<file path="config.mk">
export PLATFORM = sky130hd
export DESIGN_NAME = pulse_period_meter
export DESIGN_NICKNAME = d
export VERILOG_FILES = /design/src/rtl/pulse_period_meter.sv
export SDC_FILE = /design/constraint.sdc
export NUM_CORES = 1
export LEC_CHECK = 0
export ABC_AREA = 1
export CAP_MARGIN = 10
export CORE_UTILIZATION = 50
export DETAILED_ROUTE_END_ITERATION = 8
export HOLD_SLACK_MARGIN = 0.06
export PLACE_DENSITY = 0.74
export SLEW_MARGIN = 20
export SYNTH_ARGS = -nofsm -noshare
export SYNTH_HDL_FRONTEND = slang
export SYNTH_SLANG_ARGS = --single-unit
</file>
<file path="constraint.sdc">
create_clock -name clk -period 1.48 [get_ports clk]
set_input_delay 0.296 -clock clk [delete_from_list [all_inputs] [get_ports clk]]
set_output_delay 0.296 -clock clk [all_outputs]
set_load 0.02 [all_outputs]
</file>
<file path="src/rtl/pulse_period_meter.sv">
// rtl/pulse_period_meter.sv - edge-to-edge period meter with timeout, valid/ready result and overrun flag
module pulse_period_meter #(
    parameter int WIDTH   = 16,
    parameter int TIMEOUT = 1000
) (
    input  logic             clk,
    input  logic             rst,
    input  logic             enable,
    input  logic             pulse_in,
    output logic [WIDTH-1:0] period,
    output logic             period_valid,
    input  logic             period_ready,
    output logic             timeout,
    output logic             overrun
);

    typedef enum logic [1:0] {IDLE, ARMED, MEASURE, TMO} state_t;

    localparam logic [WIDTH-1:0] LAST_CNT = WIDTH'(TIMEOUT - 1);

    state_t           state;
    state_t           state_nxt;
    logic             pulse_q;
    logic             pulse_edge;
    logic [WIDTH-1:0] cnt;
    logic [WIDTH-1:0] cnt_inc;
    logic [WIDTH-1:0] cnt_nxt;
    logic             capture;
    logic             flush;

    assign pulse_edge = pulse_in & ~pulse_q;
    assign cnt_inc    = cnt + WIDTH'(1);

    always_ff @(posedge clk) begin
        if (rst) begin
            state <= IDLE;
        end else begin
            state <= state_nxt;
        end
    end

    always_comb begin
        state_nxt = state;
        if (!enable) begin
            state_nxt = IDLE;
        end else begin
            case (state)
                IDLE:    state_nxt = ARMED;
                ARMED:   if (pulse_edge) state_nxt = MEASURE;
                MEASURE: if (!pulse_edge && cnt == LAST_CNT) state_nxt = TMO;
                TMO:     if (pulse_edge) state_nxt = MEASURE;
                default: state_nxt = IDLE;
            endcase
        end
    end

    // An edge restarts the count from zero so the next capture reads cnt+1 = edge distance.
    always_comb begin
        capture = 1'b0;
        flush   = !enable;
        cnt_nxt = cnt;
        case (state)
            IDLE:        cnt_nxt = '0;
            ARMED, TMO:  if (pulse_edge) cnt_nxt = '0;
            MEASURE: begin
                capture = pulse_edge;
                cnt_nxt = pulse_edge ? '0 : cnt_inc;
            end
            default:     cnt_nxt = '0;
        endcase
        if (flush) begin
            capture = 1'b0;
            cnt_nxt = '0;
        end
    end

    always_ff @(posedge clk) begin
        if (rst) begin
            pulse_q      <= 1'b0;
            cnt          <= '0;
            period       <= '0;
            period_valid <= 1'b0;
            timeout      <= 1'b0;
            overrun      <= 1'b0;
        end else begin
            pulse_q <= pulse_in;
            cnt     <= cnt_nxt;
            timeout <= (state_nxt == TMO);
            if (flush) begin
                period_valid <= 1'b0;
                overrun      <= 1'b0;
            end else if (capture) begin
                // A full, unconsumed buffer keeps the old value; the new one is dropped.
                if (!period_valid || period_ready) begin
                    period       <= cnt_inc;
                    period_valid <= 1'b1;
                end else begin
                    overrun <= 1'b1;
                end
            end else if (period_ready) begin
                period_valid <= 1'b0;
            end
        end
    end

endmodule

</file>
==> Flow_metrics.wiki, run 1 <==
{| class="wikitable"
! Metric !! Value
|-
| Hold violation count in the final report || 0
|-
| Seq cells post-synth || 38
|-
| Required time reported for the critical path endpoint || 1.73 ns
|-
| Yosys top cell by area || sky130_fd_sc_hd__dfxtp_1
|-
| Most used flip-flop cell after synthesis || sky130_fd_sc_hd__dfxtp_1
|-
| Yosys warning count || 0
|-
| Placeable core area || 3363 um2
|-
| Post-layout instance count excluding filler cells || 348
|-
| Drt pass-1 iters || 4
|-
| Detailed Place HPWL || 3017 um
|-
| Routed WL per cell || 11.74 um
|-
| Hold Slack || 0.4941 ns
|-
| Initial detailed-routing violation count || 62
|-
| Register clock-pin slew on the reported worst setup and hold paths || 0.11 ns
|-
| Count of antenna diodes in the layout || 0
|-
| Number of ports placed on the die boundary || 24
|-
| CP Data Arrival Time || 1.64 ns
|-
| Portion of the clock cycle consumed by the worst path in the final layout || 94.08%
|-
| Buffers from clock root to sink, at most || 2
|-
| Period minus WS final || 1.392 ns
|-
| Power density over the cells || 805.9 nW/um2
|-
| Max-capacitance violation count || 0
|-
| Highest Clock Rate || 718.2 MHz
|-
| Synthesized netlist cell count || 262
|-
| Overall power || 1809 uW
|-
| Placed cell count || 340
|-
| Vias/cell || 4.986
|-
| Die boundary width || 61.63 um
|-
| Worst Clk Skew || 0.006241 ns
|-
| Number of setup violations in the final report || 0
|-
| Count of buffers from port buffering || 23
|-
| Cell area after technology mapping || 1778 um2
|-
| Area Growth Syn to Fin || 26.25%
|-
| Headroom to the max-slew limit || 82.28%
|-
| Min-Delay Path Class || reg -> reg
|-
| Total global-route track usage || 23.79%
|-
| Number of antenna violations at the first check in global routing || 0
|-
| Worst Max-Slew Pin Slew || 0.2655 ns
|-
| Count of flip-flops with a built-in enable after synthesis || 0
|-
| Outcome || finished, final reports clean
|-
| Kind of critical path || reg -> reg
|-
| Cell Area, Placed || 2163 um2
|-
| Global route overflow || 0
|-
| DRC violations left || 0
|-
| Area enclosed by the die boundary || 3798 um2
|-
| Number of nets with antenna violations after routing || 0
|-
| Layout Cell Area excl Fill || 2245 um2
|-
| Clock latency on the worst-skew pair || 0.35 ns
|-
| Nature of the critical path endpoint || register
|-
| H-Tree Level Count || 2
|-
| Drt total wl || 4084 um
|-
| Fraction of the yosys area taken by sequential cells || 42.79%
|-
| Syn Nets || 268
|-
| Mapped Avg Cell Area || 6.786 um2
|-
| Clock tree from TritonCTS || done
|-
| Startpoint type of the worst setup path || register
|-
| Initial Util || 52.86%
|-
| Clk sinks || 38
|-
| Number of distinct standard cells referenced by the synthesized netlist || 26
|-
| DIE HEIGHT || 61.63 um
|-
| Final-layout setup total negative slack || 0 ns
|-
| Number of nets in the final layout || 307
|-
| Top fanout value on the critical path || 5
|-
| Largest cells by area after synthesis || sky130_fd_sc_hd__dfxtp_1, sky130_fd_sc_hd__nand2_1, sky130_fd_sc_hd__nor2_1, sky130_fd_sc_hd__a21oi_1, sky130_fd_sc_hd__inv_1
|-
| Fraction of post-synthesis cell area in the top cell type by area || 42.79%
|-
| Maximum number of pins on one net before global-route repair || 19
|-
| Max-slew violation count || 0
|-
| Number of buffers created by CTS || 5
|-
| Fraction of final layout cells sized beyond drive strength 1 || 14.90%
|-
| Via total after detailed routing || 1,735
|-
| Peak VDD IR || 0.5693 mV
|-
| Final GP Congestion || 0.9371
|-
| Wire length of the first global-routing pass || 6472 um
|-
| Async set-reset flop share out of synthesis || 0%
|-
| Post-CTS setup buffer count || 0
|-
| Number of standard-cell rows in the floorplan || 21
|-
| Number of global-route vias before repair || 1,446
|-
| Clock root buffer || sky130_fd_sc_hd__clkbuf_4
|-
| FF-to-FF setup slack || 0.09 ns
|-
| Static Leak || 0.0009988 uW
|}
## cell families (layout without fill, tap and decap cells)
logic type	after synthesis	after routing	synth area share (%)
AOI/OAI and AO/OA	45	45	13.51
and+or+nand+nor	136	136	32.30
DFF	38	38	42.79
buffers and inverters	38	78	8.726
adders and majority gates	1	1	0.7036
xor gates and xnor gates	4	4	1.971
## critical path: stages (launching register included)
cell and delay, ns:
sky130_fd_sc_hd__dfxtp_2 0.37, sky130_fd_sc_hd__ha_2 0.19, sky130_fd_sc_hd__nand2_2 0.09, sky130_fd_sc_hd__nor2_2 0.24
sky130_fd_sc_hd__nand4_1 0.16, sky130_fd_sc_hd__a21oi_1 0.19, sky130_fd_sc_hd__nor2_1 0.05
## repair_timing
item                       in CTS  in global routing
hold buffers                    0                  0
setup endpoints to repair      20                 19
resized for setup              20                  8
pin swaps                       0                  1
## cells in the mapped netlist, types with 3 or more instances
| cell type | count |
|---|---|
| sky130_fd_sc_hd__o21ai_1 | 3 |
| sky130_fd_sc_hd__o21ai_0 | 12 |
| sky130_fd_sc_hd__a21oi_1 | 25 |
| sky130_fd_sc_hd__nor2_2 | 8 |
| sky130_fd_sc_hd__nand2_1 | 57 |
| sky130_fd_sc_hd__nand4_1 | 4 |
| sky130_fd_sc_hd__inv_1 | 27 |
| sky130_fd_sc_hd__nand3_1 | 19 |
| sky130_fd_sc_hd__nor2_1 | 43 |
| sky130_fd_sc_hd__xor2_1 | 3 |
| sky130_fd_sc_hd__dfxtp_1 | 38 |
| sky130_fd_sc_hd__buf_2 | 4 |
## area by class of cell
| cell class | instances | area, um2 |
|---|---|---|
| clock buffer | 5 | 37.54 |
| clock inverter | 3 | 40.04 |
| fill | 342 | 1119 |
| inverter | 30 | 112.6 |
| multi-input combinational | 186 | 882.1 |
| sequential | 38 | 764.5 |
| tap | 46 | 57.56 |
| timing repair buffer | 40 | 350.3 |
## layer usage
layer / GRT usage [%] / vias up / share of wire [%]
met5: 0 / - / 0
met4: 7.302 / 0 / 1.4
met3: 7.143 / 5 / 5.7
met2: 38.56 / 48 / 47
met1: 30.45 / 778 / 46
li1: - / 904 / -
## layout by cell type, fill, tap and decap left out, drive strengths merged
| cell type | instances |
|---|---|
| and2 | 1 |
| bufinv | 1 |
| dlygate4sd2 | 19 |
| dfxtp | 38 |
| xor2 | 3 |
| nor2 | 51 |
| buf | 17 |
| clkbuf | 5 |
| inv | 29 |
| clkinv | 3 |
| a21o | 1 |
| a21oi | 25 |
| o21ai | 17 |
| nand2 | 59 |
| nand3 | 19 |
| xnor2 | 1 |
| nand4 | 4 |
| a21boi | 1 |
| nor3 | 2 |
| ha | 1 |
| a211oi | 1 |
| clkdlybuf4s50 | 4 |
## registers in the layout, indices dropped and copies added (netlist names)
signal	flops
cnt	16
period	16
state	2
overrun	1
period_valid	1
pulse_q	1
timeout	1
## metrics by stage
| step | utilization [%] | setup WS, ns |
|---|---|---|
| global placement | 64.32 | -0.2344 |
| CTS | 66.07 | 0.02785 |
| global route | 66.74 | -0.02061 |
| finish | 66.74 | 0.08756 |
| detailed placement | 64.32 | -0.2975 |
| floorplan | - | 0.1952 |
## final timing paths
path	from	to	cells after the start
max	cnt[1]	period[12]	6
min	cnt[1]	cnt[1]	2
max reg2reg	cnt[1]	period[12]	6
min reg2reg	cnt[1]	cnt[1]	2
## power breakdown
group	total, uW	switching, uW	internal (uW)
Sequential	1030	3.26	1030
Combinational	83.0	45.9	37.1
Clock	695	345	350
Total	1810	394	1410
(Power assumes the default switching activity.)
==> run 2: changes to the inputs <==
--- a/config.mk
+++ b/config.mk
@@ -6,7 +6,9 @@
 export NUM_CORES = 1
 export LEC_CHECK = 0
 export ABC_AREA = 1
+export ABC_CLOCK_PERIOD_IN_PS = 1480
 export CAP_MARGIN = 10
+export CORE_MARGIN = 5
 export CORE_UTILIZATION = 50
 export DETAILED_ROUTE_END_ITERATION = 8
 export HOLD_SLACK_MARGIN = 0.06
==> run 2 against run 1 <==
Highest routed layer unchanged. Die area rose by 28%. Critical path type unchanged. Clock-buffer cell count did not move. Worst hold slack got worse by 0.017 ns. Clock skew fell by 0.0021 ns. Clock power fell by 0.7%. Flip-flop and latch count did not move. Cell count fell by 1.7%.
==> Flow_metrics.wiki, run 2 (same netlist as run 1, synthesis figures left out) <==
{| class="wikitable"
! Metric !! Value
|-
| Top fanout value on the critical path || 5
|-
| Count of antenna diodes in the layout || 0
|-
| Area enclosed by the die boundary || 4848 um2
|-
| Area Growth Syn to Fin || 24.28%
|-
| Highest Clock Rate || 726.7 MHz
|-
| Largest registers || cnt: 16 flops, period: 16 flops, state: 2 flops
|-
| Outcome || finished, final reports clean
|-
| Routed WL per cell || 11.55 um
|-
| Post-layout instance count excluding filler cells || 342
|-
| Number of nets with antenna violations after routing || 0
|-
| Drt total wl || 3949 um
|-
| Clock root buffer || sky130_fd_sc_hd__clkbuf_4
|-
| Setup slack of the critical path after layout || 0.1038 ns
|-
| Headroom to the max-slew limit || 81.85%
|-
| Initial detailed-routing violation count || 144
|-
| Hold Crit Depth || 2
|-
| DRC violations left || 0
|-
| Min-Delay Path Class || reg -> reg
|-
| H-Tree Level Count || 2
|-
| Drt pass-1 iters || 5
|-
| Register clock-pin slew on the reported worst setup and hold paths || 0.11 ns
|-
| Max-capacitance violation count || 0
|-
| CP Data Arrival Time || 1.63 ns
|-
| Number of setup violations in the final report || 0
|-
| Global route overflow || 0
|-
| Vias/cell || 5.064
|-
| Fraction of final layout cells sized beyond drive strength 1 || 12.50%
|-
| # hold bufs at CTS || 0
|-
| Number of antenna violations at the first check in global routing || 0
|-
| Number of nets in the final layout || 301
|-
| Detailed Place HPWL || 2928 um
|-
| Max-slew violation count || 0
|-
| Critical register-to-register path startpoint || cnt[1]
|-
| Wire length of the first global-routing pass || 6817 um
|-
| Worst R2R Path Depth || 7
|-
| Final-layout setup total negative slack || 0 ns
|-
| Placed cell count || 334
|-
| Final core occ || 65.19%
|-
| Maximum number of pins on one net before global-route repair || 22
|-
| Peak VDD IR || 0.4675 mV
|-
| Placement Setup Slack || -0.2750 ns
|-
| Initial Util || 52.45%
|-
| Post-CTS setup buffer count || 0
|-
| Number of standard-cell rows in the floorplan || 21
|-
| Most common library cell in the layout ignoring fill and taps || sky130_fd_sc_hd__nand2_1
|-
| FF-to-FF setup slack || 0.10 ns
|-
| Number of ports placed on the die boundary || 24
|-
| Overall power || 1802 uW
|-
| Clock latency on the worst-skew pair || 0.35 ns
|-
| Placeable core area || 3390 um2
|-
| Kind of critical path || reg -> reg
|-
| Die boundary width || 69.63 um
|-
| Static Leak || 0.0009721 uW
|-
| Most frequent cells in the layout || sky130_fd_sc_hd__nand2_1, sky130_fd_sc_hd__nor2_1, sky130_fd_sc_hd__dfxtp_1
|-
| DIE HEIGHT || 69.63 um
|-
| End of the worst register-to-register path || period[10]
|-
| Startpoint type of the worst setup path || register
|-
| Endpoint with the worst hold slack || period[4]
|-
| Via total after detailed routing || 1,732
|-
| Start point of the worst hold path || period[4]
|-
| Count of buffers from port buffering || 23
|-
| Buffers from clock root to sink, at most || 2
|-
| Nature of the critical path endpoint || register
|-
| Portion of the clock cycle consumed by the worst path in the final layout || 92.98%
|-
| Total global-route track usage || 17.41%
|-
| Period minus WS final || 1.376 ns
|-
| Final GP Congestion || 0.9124
|-
| Clk sinks || 38
|-
| Clock tree from TritonCTS || done
|-
| Hold violation count in the final report || 0
|-
| Worst Clk Skew || 0.004131 ns
|-
| Unrepaired setup endpoints after global routing || true
|-
| Required time reported for the critical path endpoint || 1.73 ns
|-
| Number of buffers created by CTS || 5
|-
| Number of global-route vias before repair || 1,564
|-
| Power density over the cells || 815.7 nW/um2
|-
| Worst Max-Slew Pin Slew || 0.2706 ns
|}
[run 2: changes by cell type in the layout (fill, tap and decap cells not counted)]
cell	previous run	this run
sky130_fd_sc_hd__nand3_2	1	0
sky130_fd_sc_hd__nand3_1	18	19
sky130_fd_sc_hd__buf_4	15	8
sky130_fd_sc_hd__ha_1	0	1
sky130_fd_sc_hd__xor2_1	3	2
sky130_fd_sc_hd__xor2_2	0	1
sky130_fd_sc_hd__nand2_2	3	2
sky130_fd_sc_hd__ha_2	1	0
sky130_fd_sc_hd__buf_12	1	2
sky130_fd_sc_hd__nand2_1	56	57
[run 2: per-stage QoR]
stage	hold WS (ns)	cell area (um2)
2_1_floorplan	0.4305	1778
3_3_place_gp	0.4524	2131
3_5_place_dp	0.4604	2131
4_1_cts	0.4737	2185
5_1_grt	0.5038	2210
6_report	0.4775	2210
[run 2: worst max-delay path by stage]
stage	cells after the start	startpoint	endpoint
after global placement	10	pulse_in	period[10]
after detailed placement	10	pulse_in	period[14]
final	7	cnt[1]	period[10]
after CTS	7	cnt[1]	period[10]
after global routing	6	cnt[0]	cnt[5]
after floorplan	7	cnt[0]	period[10]
[run 2: cell type report]
class / count / area, um2
inverter: 30 / 112.6
clock buffer: 5 / 37.54
fill: 312 / 1180
clock inverter: 3 / 40.04
sequential: 38 / 764.5
tap: 46 / 57.56
timing repair buffer: 34 / 317.8
multi-input combinational: 186 / 879.6
[run 2: report_power, final]
part / leakage [uW] / total, uW / internal [uW] / switching (uW)
clock: 0.0000450 / 690 / 350 / 340
combinational: 0.000619 / 81.5 / 35.4 / 46.1
sequential: 0.000308 / 1030 / 1030 / 3.02
total: 0.000972 / 1800 / 1410 / 389
[run 2: repair_timing]
item / in CTS / in global routing
resized for setup: 19 / 7
pin swaps: 0 / 1
endpoints found under the setup margin: 19 / 16
[run 2: routing by layer]
metal  vias up  share of wire (%)  global-route usage, %
li1        907                  -                      -
met5         -                  0                      0
met1       754                 44                  22.44
met3         4                9.2                  5.217
met4         0               0.63                  6.809
met2        67                 46                  27.22
[run 2: critical path: stages (launching register included)]
cell	delay, ns
sky130_fd_sc_hd__dfxtp_2	0.37
sky130_fd_sc_hd__ha_1	0.16
sky130_fd_sc_hd__nand2_1	0.15
sky130_fd_sc_hd__nor2_4	0.18
sky130_fd_sc_hd__nand3_1	0.10
sky130_fd_sc_hd__and2_1	0.17
sky130_fd_sc_hd__o21ai_1	0.11
sky130_fd_sc_hd__inv_1	0.05
